### config.mk
export PLATFORM = sky130hd
export DESIGN_NAME = stack_ptr_unit
export DESIGN_NICKNAME = d
export VERILOG_FILES = /design/src/rtl/stack_ptr_unit.sv
export SDC_FILE = /design/constraint.sdc
export NUM_CORES = 1
export LEC_CHECK = 0
export CORE_UTILIZATION = 51
export CTS_CLUSTER_DIAMETER = 150
export DETAILED_ROUTE_END_ITERATION = 12
export GPL_TIMING_DRIVEN = 1
export PLACE_DENSITY = 0.86
export SLEW_MARGIN = 20
export SYNTH_ARGS = -nofsm -noshare
export SYNTH_HDL_FRONTEND = slang
export SYNTH_SLANG_ARGS = --single-unit
### constraint.sdc
create_clock -name clk -period 6.7 [get_ports clk]
set_input_delay 1.34 -clock clk [delete_from_list [all_inputs] [get_ports clk]]
set_output_delay 1.34 -clock clk [all_outputs]
set_load 0.005 [all_outputs]
### src/rtl/stack_ptr_unit.sv
// Downward-growing stack pointer with occupancy tracking, bounded push/pop/load,
// full/empty flags and sticky overflow/underflow errors.
module stack_ptr_unit #(
  parameter int unsigned     W        = 8,
  parameter logic [W-1:0]    EMPTY_SP = '0,
  parameter int unsigned     DEPTH    = 128,
  parameter int unsigned     STEP_W   = 2
) (
  input  logic              clk,
  input  logic              rst,
  input  logic              ld,
  input  logic [W-1:0]      d_in,
  input  logic              push,
  input  logic              pop,
  input  logic [STEP_W-1:0] step,
  input  logic              err_clr,
  output logic [W-1:0]      sp,
  output logic [W-1:0]      rd_addr,
  output logic [W-1:0]      wr_addr,
  output logic [W-1:0]      occ,
  output logic              empty,
  output logic              full,
  output logic              overflow,
  output logic              underflow
);

  localparam logic [W:0]   DEPTH_X = (W+1)'(DEPTH);
  localparam logic [W-1:0] DEPTH_W = W'(DEPTH);

  logic [W-1:0] sp_nxt;
  logic [W-1:0] occ_nxt;
  logic [W-1:0] ld_occ;
  logic [W:0]   step_x;
  logic [W:0]   occ_after_push;
  logic         ovf_set;
  logic         unf_set;

  assign rd_addr = sp;
  assign wr_addr = sp - W'(1);
  assign occ     = EMPTY_SP - sp;

  assign ld_occ         = EMPTY_SP - d_in;
  assign step_x         = (W+1)'(step);
  // One extra bit so occ+step cannot wrap past DEPTH and look legal.
  assign occ_after_push = {1'b0, occ} + step_x;

  always_comb begin
    sp_nxt  = sp;
    ovf_set = 1'b0;
    unf_set = 1'b0;
    if (ld) begin
      if ((W+1)'(ld_occ) <= DEPTH_X) sp_nxt = d_in;
      else                           ovf_set = 1'b1;
    end else if (push && pop) begin
      if (step_x > (W+1)'(occ)) unf_set = 1'b1;
    end else if (push) begin
      if (step != '0) begin
        if (occ_after_push <= DEPTH_X) sp_nxt = sp - W'(step);
        else                           ovf_set = 1'b1;
      end
    end else if (pop) begin
      if (step_x <= (W+1)'(occ)) sp_nxt = sp + W'(step);
      else                       unf_set = 1'b1;
    end
  end

  assign occ_nxt = EMPTY_SP - sp_nxt;

  always_ff @(posedge clk) begin
    if (rst) begin
      sp        <= EMPTY_SP;
      empty     <= 1'b1;
      full      <= 1'b0;
      overflow  <= 1'b0;
      underflow <= 1'b0;
    end else begin
      sp        <= sp_nxt;
      empty     <= (occ_nxt == '0);
      full      <= (occ_nxt == DEPTH_W);
      overflow  <= ovf_set | (overflow  & ~err_clr);
      underflow <= unf_set | (underflow & ~err_clr);
    end
  end

endmodule

==> results of run 1 <==
## how the worst max path moves through the flow
stage | startpoint | endpoint | slack, ns | depth (start not counted)
after detailed placement | step[0] | full | 2.22 | 12
after CTS | step[0] | full | 2.52 | 12
final | step[0] | full | 2.50 | 12
after global routing | step[0] | full | 2.26 | 12
after global placement | step[0] | full | 2.27 | 12
after floorplan | step[0] | full | 2.93 | 11
## cells by family (layout without fill, tap and decap cells)
| kind of cell | after synthesis | after routing | share of synthesized area, % |
|---|---|---|---|
| AOI/OAI and AO/OA | 47 | 47 | 23.8 |
| xor gates and xnor gates | 9 | 9 | 5.51 |
| adders and majority gates | 13 | 13 | 10.9 |
| buffers and inverters | 38 | 73 | 12.7 |
| DFF | 12 | 12 | 14.1 |
| muxes | 6 | 6 | 3.90 |
| and+or+nand+nor | 90 | 90 | 29.0 |
## through the flow
| stage | power [mW] | hold WS, ns |
|---|---|---|
| 2_1_floorplan | 0.233 | 0.471 |
| 3_3_place_gp | 0.320 | 0.482 |
| 3_5_place_dp | 0.324 | 0.493 |
| 4_1_cts | 0.383 | 0.509 |
| 5_1_grt | 0.410 | 0.551 |
| 6_report | 0.384 | 0.512 |
## where the power goes
group	switching [mW]	internal [mW]	total, mW
logic	0.109	0.124	0.233
clock network	0.0270	0.0331	0.0600
registers	0.0153	0.0766	0.0919
total	0.151	0.233	0.384
## critical path, cell delays in order
cell             delay [ns]
clkdlybuf4s50_1        0.46
ha_1                   0.28
fa_1                   0.48
and2b_1                0.18
nand2_1                0.07
nand3_1                0.08
o32ai_1                0.32
o21a_2                 0.24
a2bb2oi_2              0.22
mux2i_1                0.16
a2111oi_4              0.39
and4_1                 0.21
## flip-flops by register name (all words and copies together), names as in the netlist
register and flops:
empty 1, full 1, overflow 1, rd_addr 8, underflow 1
## cell usage in the layout (no fill, tap or decap), types with 4 or more instances in the layout
cell type        count
a21oi_1              6
inv_1               16
xnor2_1              6
clkdlybuf4s50_1     51
nor3_1               5
o21ai_0              6
ha_1                10
mux2i_1              4
a31oi_1              4
dfxtp_1             12
nand2_1             25
and3_1               4
nor2_1              15
nor2b_1              4
nand3_1             10
## metal layers
layer  share of wire, %  up-vias  routed length (µm)
met1                 45      811                2040
li1                   -      851                   -
met4                2.1        0                  93
met2                 46       92                2080
met3                6.9       12                 313
met5                  0        -                   0
## final cells by class
| type | count | share of cell area [%] |
|---|---|---|
| Multi-Input combinational cell | 165 | 57.8 |
| Timing Repair Buffer | 51 | 23.7 |
| Sequential cell | 12 | 11.1 |
| Inverter | 18 | 3.14 |
| Tap cell | 44 | 2.56 |
| Clock buffer | 4 | 1.68 |
==> results.md, run 1 <==
- Status: finished, final reports clean
- Fin nets: between 200 and 300
- # H-tree levels: 1
- Final setup fails: 0
- Worst setup margin: 2.50 ns
- Worst min-delay path category: reg2reg
- HP Start: underflow
- CP endpoint kind: flip-flop
- DRC Markers: 0
- Cell row count: 20
- Antenna violations before repair: 0
- Vias in the first global route: 1584
- Commonest cells post-synth: 25 x nand2_1, 16 x inv_1, 15 x nor2_1
- Antenna cells: 0
- Synth async-reset ratio: 0%
- Vias: 1766
- Achievable frequency: roughly 240 MHz
- Worst-path fanout max: 6
- Core area: 3100 µm²
- Total grt overflow: 0
- Die Wd: roughly 60 µm
- Synth top area cells: dfxtp_1 14%, ha_1 7.4%, nand2_1 5.5%, buf_4 4.9%, fa_1 3.5%
- CP Data Required Time: 6.93 ns
- Ys flop type: dfxtp_1
- GRT met2 Usage: 44.6%
- Largest net degree at the start of global routing: 23
- R2r setup slk: 2.98 ns
- Avg Vias per Cell: 6.01
- CP Class: in2reg
- Routed Antenna Nets: 0
- Min Clock Period, post-route: 4.20 ns
- CTS tree: yes
- Cell leakage power: 0.856 nW
- Pre-CTS WS: 2.22 ns
- Max-slew violations: 0
- Setup crit start kind: primary input
- Clock sink count: 12
- Clock Root Buffer: clkbuf_4
- I/O Buffers: 51
- Worst-Margin Slew: 0.725 ns
- Leading area contributor after synthesis: dfxtp_1
- Post-synth cell types: 70
- Seq. cell area: approximately 240 µm²
- Top-count cell post-synth: nand2_1
- Hold-fix buffers at CTS: 0
- CTS buffer count: 3
- Clk slew on worst S/H paths: 0.09 ns
- Die Ht: 59.8 µm
- PostCTS Resize Cnt: 0
- Starting Density: 54.8%
- TNS Setup: 0 ns
- Yosys warns: 0
- # IOs: 52
- Final hold vios: 0
- Synth-to-Final Area Change: 26.6%
- Mapped Area: between 1500 and 2000 µm²
- Maxcap violations: 0
- Worst vdd ir: 0.120 mV
- Footprint of the multi-input gates: approximately 1200 µm²
- GRT busiest layer: met2
- Post-layout util: 69.4%
- Post-route cell area: between 2000 and 2500 µm²
- Placed Cells: 290
- Reg-to-Reg End: full
- DR iter-0 viols: 110
- RSZ-0062 raised after global routing: no
- Hold path depth: 2
- Gpl congestion: 0.905
- Fin crit share: 62.7%
- R2r startpoint: rd_addr[1]
- Drt total wl: 4530 µm
- Critical path data arrival time: 4.43 ns
- Fillers: 299
- Post-synth EDFFs: 0
- Post-synthesis register bit count: 12
- Sequential-to-total area share from yosys stat: 14.1%
- Syn Nets: approximately 240
- Total die area: between 3000 and 4000 µm²
- First-pass GRT wire length: 7320 µm
- Worst-case reg-to-reg path depth: 12
- Top-area cell type share of the netlist area: 14.1%
- Syn_area_per_cell: 7.91 µm²
- All-Layer GR Usage: ~27%
- Clock Latency Late Sink: approximately 0.28 ns
- Non-Filler Instances: 294
- Routing usage on met3: 2.81%
- Layout Skew: 0.00680 ns
- Met1 GRT Util: a little under two fifths
- DRT Pass-1 Iters: 4
- PwrDens: ~180 nW/µm²
- Postcts setup bufs: 0
- Hold Path End: underflow
- Syn Inst Count: 215
- DP Area: ~2100 µm²
- WL per Instance: approximately 15 µm
- Layout cells sized above 1: 12.0%
- Dpl hpwl: 3560 µm
- Max clock buf depth: 2
- Slew HR: 51.5%
No activity file was read; power rests on OpenSTA's default activity.
==> inputs of run 2 (changes only) <==
Settings changed: CORE_UTILIZATION 51 to 43, PLACE_DENSITY 0.86 to 0.77.
Clock period 6.7 ns to 3.7 ns, I/O delays scaled along.
==> run 2 against run 1 <==
  * Clock-buffer cell count unchanged
  * Register-to-register slack got worse by 2.6 ns
  * Highest routed layer unchanged
  * Critical path depth unchanged
  * Sequential power increased by 72%
  * Combinational power increased by 100%
  * Core utilization decreased by 6.5 points
  * Largest cell class unchanged
  * Power increased by 100%
  * Cell count increased by 8.2%
  * Global-route usage decreased by 2.0 points
==> results.md, run 2 (synthesis results as in run 1) <==
- Status: finished, final reports clean
- Gpl congestion: 0.926
- Clk slew on worst S/H paths: ~0.060 ns
- CP Data Required Time: 3.89 ns
- Final setup fails: 0
- Placed Cells: 314
- PwrDens: 330 nW/µm²
- Min Clock Period, post-route: 3.48 ns
- Vias: 1856
- Worst min-delay path category: reg2reg
- First-pass GRT wire length: approximately 8200 µm
- Worst vdd ir: 0.214 mV
- Clock Latency Late Sink: 0.25 ns
- Maxcap violations: 0
- DRT Pass-1 Iters: 4
- Hold_ws: 0.504 ns
- CTS buffer count: 3
- All-Layer GR Usage: 25.3%
- Post-route cell area: 2340 µm²
- CP endpoint kind: flip-flop
- Fillers: between 300 and 400
- Non-Filler Instances: 318
- Layout cells sized above 1: around 19%
- Die Wd: 64.9 µm
- Total die area: 4210 µm²
- Vias in the first global route: 1676
- DP Area: 2270 µm²
- Cell row count: 22
- Max-slew violations: 0
- Achievable frequency: 287 MHz
- Pre-CTS WS: -0.0548 ns
- Fin nets: 300
- Drt total wl: 4880 µm
- Worst setup margin: 0.220 ns
- Routed Antenna Nets: 0
- Max clock buf depth: 2
- Final hold vios: 0
- Largest net degree at the start of global routing: 23
- Dpl hpwl: roughly 3900 µm
- CP Class: in2reg
- CTS tree: yes
- Die Ht: between 60 and 70 µm
- DRC Markers: 0
- Cell leakage power: 0.967 nW
- RSZ-0062 raised after global routing: no
- Layout Skew: 0.00177 ns
- Max FFs per register: 8
- WL per Instance: 15.3 µm
- Setup crit start kind: primary input
- Starting Density: 45.8%
- Slew HR: 58.1%
- Total grt overflow: 0
- Antenna cells: 0
- Worst-path fanout max: 6
- Most frequent cells in the layout: 51 x clkdlybuf4s50_1, 25 x nand2_1, 20 x buf_4, 16 x inv_1, 15 x nor2_1
- I/O Buffers: 51
- Core area: 3720 µm²
- Critical path data arrival time: 3.67 ns
- Synth-to-Final Area Change: 37.5%
- Post-layout util: between 60% and 70%
- # H-tree levels: 1
- Clock sink count: 12
- # IOs: 52
- DR iter-0 viols: about 170
- Postcts setup bufs: 0
- Fin crit share: 94.0%
- Commonest non-fill, non-tap cell in the layout: clkdlybuf4s50_1
- Worst-Margin Slew: 0.622 ns
- Avg Vias per Cell: just under 6
- Clock Root Buffer: clkbuf_8
- Antenna violations before repair: 0
## run 2: changes by cell type in the layout (fill, tap and decap cells not counted)
cell      delta
o21ai_2      +1
o32ai_2      +1
buf_4       +20
o32ai_1      -1
clkbuf_4     -3
clkbuf_8     +3
o21ai_1      -1
## run 2: final cells by class
| class | count | area (µm²) | share of cell area (%) |
|---|---|---|---|
| Inverter | 18 | 67.6 | 2.89 |
| Timing Repair Buffer | 71 | 661 | 28.2 |
| Clock buffer | 4 | 55.1 | 2.35 |
| Multi-Input combinational cell | 165 | 1260 | 53.7 |
| Sequential cell | 12 | 240 | 10.3 |
| Tap cell | 48 | 60.1 | 2.57 |
## run 2: metrics by stage
step	setup TNS (ns)	power, mW
6_report	0	0.771
4_1_cts	0	0.764
3_3_place_gp	-0.00108	0.610
3_5_place_dp	-0.0859	0.615
5_1_grt	0	0.826
2_1_floorplan	0	0.422
## run 2: repair_timing
action	in CTS	in global routing
hold buffers	0	0
resized for setup	0	2
endpoints found under the setup margin	0	2
## run 2: path summary, 6_finish.rpt
check                  start        end  slack, ns  depth (start not counted)
setup / recovery     step[0]       full       0.22                         12
hold / removal     underflow  underflow       0.50                          2
hold reg to reg    underflow  underflow       0.50                          2
setup reg to reg  rd_addr[1]       full       0.43                         12
## run 2: per-layer routing
layer  routed length, µm  GRT usage [%]
met5                   0              0
met4                  98           8.06
met3                 335           3.52
met2                2210           38.8
met1                2230           35.8
## run 2: report_power, final
group / switching, mW / internal [mW]
combinational: 0.218 / 0.247
clock: 0.0543 / 0.0943
sequential: 0.0186 / 0.139
## run 2: worst max-delay path, cell delays in order
cell and delay [ns]:
clkdlybuf4s50_1 0.42, ha_1 0.23, fa_1 0.48, and2b_1 0.19
nand2_1 0.07, nand3_1 0.08, o32ai_2 0.28, o21a_2 0.24
a2bb2oi_2 0.18, mux2i_1 0.14, a2111oi_4 0.41, and4_1 0.22
==> inputs of run 3 (changes only) <==
Settings changed: CELL_PAD_IN_SITES_DETAIL_PLACEMENT set to 2, CELL_PAD_IN_SITES_GLOBAL_PLACEMENT set to 2, CORE_UTILIZATION 43 to 24, MAX_ROUTING_LAYER set to met4, PLACE_DENSITY 0.77 to unset, PLACE_DENSITY_LB_ADDON set to 0.1.
==> run 3 against run 2 <==
  * Register-to-register slack worse by 0.08 ns
  * Sequential power is essentially flat
  * Clock-buffer cell count stayed put
  * Critical path type unchanged
  * Global-route usage decreased by 5.8 points
  * Cell count increased by 19%
  * Largest power group unchanged
==> results.md, run 3 (synthesis results as in run 1) <==
- Combinational group share of total power: 62.1%
- Dpl hpwl: 5430 µm
- Routed Antenna Nets: 0
- Non-Filler Instances: 377
- P_sw: 318 µW
- Critical-path cell list: clkdlybuf4s50_1, ha_1, fa_1, and2b_1, nand2_1, nand3_1, o32ai_2, o21a_2, buf_4, o311a_1, a221oi_1, buf_4, nor2_1, and4_1
- CTS buffer count: 3
- Clk pwr share: 18.9%
- Vias: 1876
- Starting Density: 24.9%
- Clock sink count: 12
- CTS tree: yes
- I/O Buffers: 51
- Synth-to-Final Area Change: 45.9%
- Fin nets: about 310
- DR iter-0 viols: 57
- Total die area: 7430 µm²
- Cell row count: 30
- Hold-fix buffers at CTS: 0
- Crit path largest cell delay: roughly 0.43 ns
- Largest net degree at the start of global routing: 22
- Status: finished, final reports clean
- # H-tree levels: 1
- Most numerous cell on the critical path: buf_4
- Max clock buf depth: 2
- Worst setup margin: about 0.14 ns
- CP top delay family: compound AO/OA/AOI/OAI gates
- WP buf/inv: 3
- Clock Latency Late Sink: around 0.25 ns
- Die Wd: 86.2 µm
- Die Ht: 86.2 µm
- Layout Skew: 0.00158 ns
- Layout cells sized above 1: 22.4%
- Seq pwr share: 19.0%
- # IOs: 52
- Slew HR: 58.0%
- Setup crit start kind: primary input
- DRC Markers: 0
- Most frequent cells in the layout: 51 x clkdlybuf4s50_1, 31 x buf_4, 25 x nand2_1, 16 x inv_1, 15 x nor2_1
- CP Class: in2reg
- CP endpoint kind: flip-flop
- Critical-path top delay cell: clkdlybuf4s50_1
- CP Data Required Time: 3.84 ns
- Critical path data arrival time: 3.70 ns
- All-Layer GR Usage: roughly a fifth
- Antenna violations before repair: 0
- Max FFs per register: 8
- Gpl congestion: about 0.8
- Sw frac: 38.7%
- Drt total wl: 6640 µm
- Achievable frequency: 281 MHz
- Final setup fails: 0
- Internal Dissipation: just over 500 µW
- Worst-Margin Slew: 0.624 ns
- WL per Instance: 17.6 µm
- Core area: 6830 µm²
- Total grt overflow: 0
- DRT Pass-1 Iters: 4
- Worst vdd ir: 0.106 mV
- Worst min-delay path category: reg2reg
- Clk slew on worst S/H paths: 0.06 ns
- Fin crit share: 96.2%
- Pre-CTS WS: -0.197 ns
- Antenna cells: 0
- Avg Vias per Cell: 4.98
- Clock Root Buffer: clkbuf_8
- Commonest non-fill, non-tap cell in the layout: clkdlybuf4s50_1
- Vias in the first global route: around 2000
- Hold_ws: around 0.52 ns
- Max-slew violations: 0
- Placed Cells: 370
- Maxcap violations: 0
- Final hold vios: 0
- Min Clock Period, post-route: around 3.6 ns
- Cell leakage power: ~1 nW
- PwrDens: between 300 and 400 nW/µm²
- First-pass GRT wire length: 10800 µm
- Worst-path fanout max: 3
## run 3: cell count changes in the layout (fill, tap and decap cells not counted), sizes merged
cell and delta:
buf +11
## run 3: path summary, 6_finish.rpt
path,from,endpoint,slack (ns),cells past startpoint
setup / recovery,step[0],full,0.14,14
hold / removal,underflow,underflow,0.52,2
setup reg to reg,rd_addr[1],full,0.35,14
hold reg to reg,underflow,underflow,0.52,2
## run 3: timing repair
item | in CTS | in global routing
endpoints found under the setup margin | 0 | 2
buffers inserted | 0 | 3
resized for setup | 0 | 2
## run 3: worst min-delay path, delay by kind of cell (launching register included)
family | cells | cell delay (ns)
AO/OA/AOI/OAI | 1 | 0.06
AND/OR/NAND/NOR | 1 | 0.09
flip-flops | 1 | 0.34
## run 3: power groups by stage
stage	combinational [mW]	sequential [mW]	clock, mW
2_1_floorplan	0.265	0.157	0
3_3_place_gp	0.484	0.159	0
3_5_place_dp	0.492	0.159	0
4_1_cts	0.494	0.156	0.159
5_1_grt	0.556	0.158	0.167
6_report	0.510	0.156	0.156
## run 3: per-layer routing
metal  wire length (µm)  vias to the layer above  global-route usage, %
met5                  0                        -                      -
met1               3150                      918                   25.4
met2               3240                       43                   32.6
met3                197                        6                   2.57
li1                   -                      909                      -
met4                 60                        0                   3.03
## run 3: area by class of cell
cell class | instances | area [µm²]
multi-input combinational | 165 | 1260
inverter | 18 | 67.6
timing repair buffer | 82 | 743
tap | 96 | 120
clock buffer | 4 | 55.1
fill | 795 | 4350
sequential | 12 | 240
## run 3: per-stage QoR
stage / setup TNS, ns / power (mW) / area, µm² / util (%)
after global placement: -0.153 / 0.643 / 2390 / 35.0
after detailed placement: -0.482 / 0.651 / 2390 / 35.0
after CTS: 0 / 0.809 / 2450 / 35.8
after global routing: -0.0370 / 0.881 / 2480 / 36.3
after floorplan: 0 / 0.422 / 1700 / -
final: 0 / 0.822 / 2480 / 36.3
